==> config.mk <==
export PLATFORM = sky130hd
export DESIGN_NAME = rf_wb_arbiter
export DESIGN_NICKNAME = d
export VERILOG_FILES = /design/src/rtl/rf_wb_arbiter.sv
export SDC_FILE = /design/constraint.sdc
export NUM_CORES = 1
export LEC_CHECK = 0
export BUFFER_PORTS_ARGS = -buffer_cell sky130_fd_sc_hd__buf_4
export CAP_MARGIN = 10
export CORE_UTILIZATION = 30
export DETAILED_ROUTE_END_ITERATION = 8
export HOLD_SLACK_MARGIN = 0.1
export SYNTH_ARGS = -nofsm -noshare
export SYNTH_HDL_FRONTEND = slang
export SYNTH_SLANG_ARGS = --single-unit
==> constraint.sdc <==
create_clock -name clk -period 1.9 [get_ports clk]
set_input_delay 0.38 -clock clk [delete_from_list [all_inputs] [get_ports clk]]
set_output_delay 0.38 -clock clk [all_outputs]
set_load 0.03 [all_outputs]
==> src/rtl/rf_wb_arbiter.sv <==
// -----------------------------------------------------------------------------
// rf_wb_arbiter
//   Shares the single RegFile write port between the ALU (source A) and the
//   LSU (source B) writeback buses using round-robin arbitration with
//   valid/ready handshakes. The accepted write is presented to the RegFile one
//   cycle later from registered outputs. A per-register busy scoreboard lets
//   the issue stage stall on read-after-write hazards.
//
//   Ports
//     clk, rst_n              clock (rising edge), async active-low reset
//     a_valid/a_addr/a_data   ALU writeback request
//     a_ready                 ALU request accepted this cycle (combinational)
//     b_valid/b_addr/b_data   LSU writeback request
//     b_ready                 LSU request accepted this cycle (combinational)
//     iss_valid/iss_addr      issue stage marks a destination register busy
//     q_addr1/q_addr2         hazard query addresses
//     q_busy1/q_busy2         pending-write flags for the queried registers
//     rf_wen/rf_waddr/rf_wdata  registered RegFile write port
// -----------------------------------------------------------------------------
module rf_wb_arbiter #(
    parameter int ADDR_WIDTH = 5,
    parameter int DATA_WIDTH = 32
) (
    input  logic                  clk,
    input  logic                  rst_n,
    input  logic                  a_valid,
    input  logic [ADDR_WIDTH-1:0] a_addr,
    input  logic [DATA_WIDTH-1:0] a_data,
    output logic                  a_ready,
    input  logic                  b_valid,
    input  logic [ADDR_WIDTH-1:0] b_addr,
    input  logic [DATA_WIDTH-1:0] b_data,
    output logic                  b_ready,
    input  logic                  iss_valid,
    input  logic [ADDR_WIDTH-1:0] iss_addr,
    input  logic [ADDR_WIDTH-1:0] q_addr1,
    input  logic [ADDR_WIDTH-1:0] q_addr2,
    output logic                  q_busy1,
    output logic                  q_busy2,
    output logic                  rf_wen,
    output logic [ADDR_WIDTH-1:0] rf_waddr,
    output logic [DATA_WIDTH-1:0] rf_wdata
);

    localparam int NREG = 2 ** ADDR_WIDTH;

    // Priority pointer: 0 = A wins a tie, 1 = B wins a tie.
    logic            ptr_b_r;
    logic            grant_a_s;
    logic            grant_b_s;
    logic [NREG-1:0] busy_r;
    logic [NREG-1:0] busy_nxt_s;

    // Round-robin grant; both readies are held low while reset is asserted.
    always_comb begin
        grant_a_s = 1'b0;
        grant_b_s = 1'b0;
        if (!rst_n) begin
            grant_a_s = 1'b0;
            grant_b_s = 1'b0;
        end else if (a_valid && b_valid) begin
            grant_a_s = ~ptr_b_r;
            grant_b_s = ptr_b_r;
        end else begin
            grant_a_s = a_valid;
            grant_b_s = b_valid;
        end
    end

    assign a_ready = grant_a_s;
    assign b_ready = grant_b_s;

    // Pointer flips to the other source after every grant.
    always_ff @(posedge clk or negedge rst_n) begin
        if (!rst_n) begin
            ptr_b_r <= 1'b0;
        end else if (grant_a_s) begin
            ptr_b_r <= 1'b1;
        end else if (grant_b_s) begin
            ptr_b_r <= 1'b0;
        end else begin
            ptr_b_r <= ptr_b_r;
        end
    end

    // Registered RegFile write port; x0 handshakes complete without a write.
    always_ff @(posedge clk or negedge rst_n) begin
        if (!rst_n) begin
            rf_wen   <= 1'b0;
            rf_waddr <= '0;
            rf_wdata <= '0;
        end else if (grant_a_s) begin
            rf_wen   <= (a_addr != '0);
            rf_waddr <= a_addr;
            rf_wdata <= a_data;
        end else if (grant_b_s) begin
            rf_wen   <= (b_addr != '0);
            rf_waddr <= b_addr;
            rf_wdata <= b_data;
        end else begin
            rf_wen   <= 1'b0;
            rf_waddr <= rf_waddr;
            rf_wdata <= rf_wdata;
        end
    end

    // Scoreboard next state: clear on commit first so a same-edge set wins.
    always_comb begin
        busy_nxt_s = busy_r;
        if (rf_wen) begin
            busy_nxt_s[rf_waddr] = 1'b0;
        end else begin
            busy_nxt_s = busy_nxt_s;
        end
        if (iss_valid && (iss_addr != '0)) begin
            busy_nxt_s[iss_addr] = 1'b1;
        end else begin
            busy_nxt_s = busy_nxt_s;
        end
        busy_nxt_s[0] = 1'b0;
    end

    // Scoreboard state register.
    always_ff @(posedge clk or negedge rst_n) begin
        if (!rst_n) begin
            busy_r <= '0;
        end else begin
            busy_r <= busy_nxt_s;
        end
    end

    // Hazard queries read state only; no same-cycle forwarding.
    assign q_busy1 = busy_r[q_addr1];
    assign q_busy2 = busy_r[q_addr2];

endmodule

# == Word-level counts from Yosys, hierarchy flattened ==
# Index checks and enable logic that the tools add are counted.
# totals
ff_bits,70
mem_bits_rw,0
out_inout_bits,42
latch_bits,0
word_cells,45
in_bits,94
mem_bits_ro,0
n_memories,0
# classes
bitwise,4
mul,0
n_shift,0
order_cmp,6
eq_ne,0
n_reduce_logical,8
n_mux,22
div_mod_pow,0
add_sub_neg,0
# op_table
op,n
two-way mux 32 bit,4
bitwise AND 32 bit,1
NOT 32 bit,1
OR 32 bit,1
"less-than comparator 5 x 6 -> 1 bit, second input constant",4
nonzero test 5 bit,3
two-way mux 1 bit,12
binary-select mux 1 bit (select 5 bit),2
demux 1 bit (select 5 bit),2
"greater-or-equal comparator 5 x 1 -> 1 bit, second input constant",2
two-way mux 5 bit,2
logical AND 1 bit,4
nonzero test 2 bit,1
NOT 1 bit,1

# == Logic depth before layout (Yosys ltp) ==
# logic_depth
ltp_word,9
depth_mapped,6

# == Least setup slack after synthesis ==
# No wires, ideal clock.
# synth_timing
path_type,input port to output port
start,input port q_addr1[0]
end,output port q_busy1
n_path_buf,1
cell_stages,5
slack_ps,-81
t_arrival_ps,1601
required_ps,1520
path_cell_list,buf_2 -> mux4_2 -> nand2b_1 -> o211ai_1 -> nand4_1
# synth_via
elab_chain_len,2
# synth_lines
element,line_no,source
"start, declared",36,"input logic [ADDR_WIDTH-1:0] q_addr1,"
binary-select mux 1 bit (select 5 bit),133,assign q_busy1 = busy_r[q_addr1];
two-way mux 1 bit (implied by the code),133,
"end, declared",38,"output logic q_busy1,"
# Every way passes these cells. The select of a mux whose other input is x is not followed.

# == Final worst setup path ==
# layout_timing
start,register busy_r[23]
end,output port q_busy2
# layout_via
elab_chain_len,2
# layout_lines
element,line_no,source
"start, declared",51,logic [NREG-1:0] busy_r;
"start signal, assigned",128,busy_r <= busy_nxt_s;
binary-select mux 1 bit (select 5 bit),134,assign q_busy2 = busy_r[q_addr2];
two-way mux 1 bit (implied by the code),134,
"end, declared",39,"output logic q_busy2,"
# Every way passes these cells. The select of a mux whose other input is x is not followed.

==> impl_metrics.csv <==
group,metric,value,unit
finish,final_cells,652,
die,die_h,110,um
placed_design,pre_cts_slack,-0.0155,ns
sta,layout_setup_ws,-0.183,ns
routing,drt-initial-drc-count,188,
power_and_ir_drop,powerDensity,1070,nW/um2
power_and_ir_drop,clkPwrFrac,0.274,
status,violations,"negative setup slack",
routing,drt-total-wl,10700,um
worst_setup_path,cp.required,1.52,ns
sta,setup_viol,2,
logic_synthesis,syn-num-nets,463,
worst_setup_path,worstPathMaxFanout,3,
placed_design,gp_congestion,0.791,
global_route,grt_pass1_vias,3358,
status,status,"complete, but fails checks",
logic_synthesis,async_reset_ff_frac,1.00,
logic_synthesis,synth_edf_count,0,
clocking,clkSinkCount,70,
routing,routed_via_density,5.28,
clocking,htree_levels,3,
worst_setup_path,startpoint_type,"flop",
finish,fillers,1097,
clocking,clk_pin_slew,0.05,ns
power_and_ir_drop,p_seq_frac,0.418,
placed_design,portBuffers,135,
worst_hold_path,hold_path_class,"input pin to flop",
global_route,grt-ovfl-total,0,
finish,nNetsFinal,600,
sta,tightest_slew,0.646,ns
logic_synthesis,ys_top_cells_by_area,"dfrtp_1 50%, o21ai_0 9.3%, nand2_1 8.9%",
die,ios,136,
clocking,cts_buffers,9,
logic_synthesis,syn_area,3500,um2
clocking,clk_latency,0.32,ns
flow_run,maxCapViolCount,0,
die,rows,39,
sta,timing.fmax,480,MHz
routing,antenna_left,0,
die,fp.dieW,110,um
power_and_ir_drop,power.switching,0.00180,W
worst_setup_path,critical_path_class,"flop to primary output",
sta,period_needed,2.08,ns
routing,drc,0,
die,initial_core_util,0.307,
worst_setup_path,path_cells,"mux4_2 > nand2b_4 > o2111ai_2 > nand4_1 > buf_6",
logic_synthesis,synth_top_area_share,0.501,
logic_synthesis,syn_avg_cell_area,9.47,um2
logic_synthesis,synthCells,369,
logic_synthesis,synthDistinctLibCells,24,
placed_design,dpl_cell_area,4700,um2
power_and_ir_drop,combPwrFrac,0.308,
logic_synthesis,ys_seq_area_frac,0.501,
logic_synthesis,ys_warn_count,0,
sta,finalHoldViolCount,0,
routing,drtPass1Iterations,4,
sta,slew_headroom,0.569,
sta,slew_viol_final,0,
sta,whs,0.267,ns
global_route,grt_pass1_wl,17100,um
global_route,track_usage,0.187,
worst_setup_path,crit_family,"multiplexers",
worst_setup_path,cp-end-kind,"primary output",
placed_design,place_hpwl,8130,um
placed_design,dpl.cell_count,636,
logic_synthesis,ys_top_cells_by_count,"83 x nand2_1, 70 x dfrtp_1, 65 x o21ai_0",
finish,fin_util,0.442,
clocking,cts-root-buf,"clkbuf_16",
power_and_ir_drop,p_sw_frac,0.335,
global_route,grt_max_degree,51,
global_route,antenna_found_initial,0,
sta,clock_skew,0.00379,ns
die,die_area,12100,um2
power_and_ir_drop,p_leak,2.34,nW
logic_synthesis,yosysMostFrequentCell,"nand2_1",
sta,rsz0062_at_grt,"true",
die,core,11400,um2
clocking,tritoncts,"built",
finish,area_delta_synth_final,43.8,%
sta,finalCritPeriodShare,1.10,
clocking,clockBufferDepth,2,
logic_synthesis,ys.flop_type,"dfrtp_1",
power_and_ir_drop,ir_worst_vdd,0.477,mV
routing,wl_per_cell,16.4,um
finish,layout-drive-gt1-share,0.344,
finish,fin_area,5030,um2
power_and_ir_drop,intPower,0.00358,W
routing,num_vias,3441,
worst_setup_path,crit_buf_inv,1,
finish,diodes,0,
logic_synthesis,ys_seq_elements,70,
worst_setup_path,slowest_delay,0.46,ns
logic_synthesis,synth_top_area_cell,"dfrtp_1",
worst_setup_path,worst_path_max_delay_cell,"mux4_2",
worst_setup_path,cp.arrival,1.70,ns
-- cells by family (layout without fill, tap and decap cells) --
logic type / Yosys count / count (layout) / share of synthesized area
buffers and inverters: 23 / 163 / 0.0276
muxes: 24 / 24 / 0.0902
and+or+nand+nor: 131 / 131 / 0.174
AOI/OAI and AO/OA: 121 / 121 / 0.208
DFF: 70 / 70 / 0.501
-- layer usage --
layer	part of all wire	up-vias	GRT usage
met5	0	-	0
met4	0.014	0	0.0562
met3	0.087	10	0.0670
met2	0.48	149	0.303
met1	0.42	1666	0.232
li1	-	1616	-
-- state kept, by name, summed over array words and instances, names as in the netlist --
name / count
busy_r: 31
rf_wen: 1
ptr_b_r: 1
rf_waddr: 5
rf_wdata: 32
-- layout by cell type, fill, tap and decap left out, types with 2 or more instances in the layout --
master and instances:
dfrtp_1 70, a21oi_1 6, nor2b_1 4, clkinv_2 2
nand2b_4 4, nand4_1 2, inv_1 3, nor2_1 7
mux4_2 6, buf_6 2, clkbuf_1 2, a211oi_1 2
nand3b_1 10, or3_1 2, o21ai_0 65, nand3_1 12
clkbuf_16 9, or3b_1 2, or3b_2 3, o211ai_1 2
buf_4 142, mux2i_1 18, or4_1 2, o2111ai_2 2
a22oi_1 41, nand2_1 83
-- final cells by class --
cell class / instances / area [um2] / area share
Clock buffer: 12 / 246 / 0.0490
Clock inverter: 2 / 10.0 / 0.00199
Inverter: 3 / 11.3 / 0.00224
Multi-Input combinational cell: 276 / 1710 / 0.340
Sequential cell: 70 / 1750 / 0.349
Tap cell: 143 / 179 / 0.0356
Timing Repair Buffer: 146 / 1120 / 0.223
-- worst reg2reg max path: cells and delay by family, from the launching register on --
kind	cells	cell delay, ns
and+or+nand+nor	1	0.60
DFF	1	0.42
AOI/OAI and AO/OA	2	0.30
-- timing repair --
action / CTS / global route
hold buffers: 1 / 0
pin swaps: 3 / 2
gates cloned: 0 / 0
hold endpoints to repair: 20 / 0
buffers inserted: 1 / 0
setup endpoints to repair: 2 / 2
gates resized for setup: 8 / 0
-- final timing paths --
kind                                          startpoint  depth (start not counted)  slack [ns]                  endpoint
worst max-delay path                busy_r[23]$_DFF_PN0_                          5       -0.18                   q_busy2
worst min-delay path                          b_data[20]                          3        0.27  rf_wdata[20]$_DFFE_PN0P_
worst max register to register   rf_waddr[1]$_DFFE_PN0P_                          3        0.46      busy_r[16]$_DFF_PN0_
worst min register to register  rf_wdata[28]$_DFFE_PN0P_                          2        0.47  rf_wdata[28]$_DFFE_PN0P_
max in group asynchronous                          rst_n                          4        0.34      busy_r[16]$_DFF_PN0_
min in group asynchronous                          rst_n                          3        0.63   rf_wdata[3]$_DFFE_PN0P_
-- power groups by stage --
stage	Combinational, W	Clock, W	Sequential, W
final	0.00165	0.00147	0.00225
after global routing	0.00182	0.00158	0.00231
after CTS	0.00166	0.00151	0.00225
after detailed placement	0.00159	0	0.00227
after global placement	0.00156	0	0.00225
after floorplan	0.000744	0	0.00239
-- per-stage QoR --
stage | TNS [ns] | power [W]
floorplan | 0 | 0.00313
global placement | -0.00893 | 0.00381
detailed placement | -0.0186 | 0.00386
CTS | -0.359 | 0.00542
global route | -0.480 | 0.00571
finish | -0.360 | 0.00538
(Power assumes the default switching activity.)
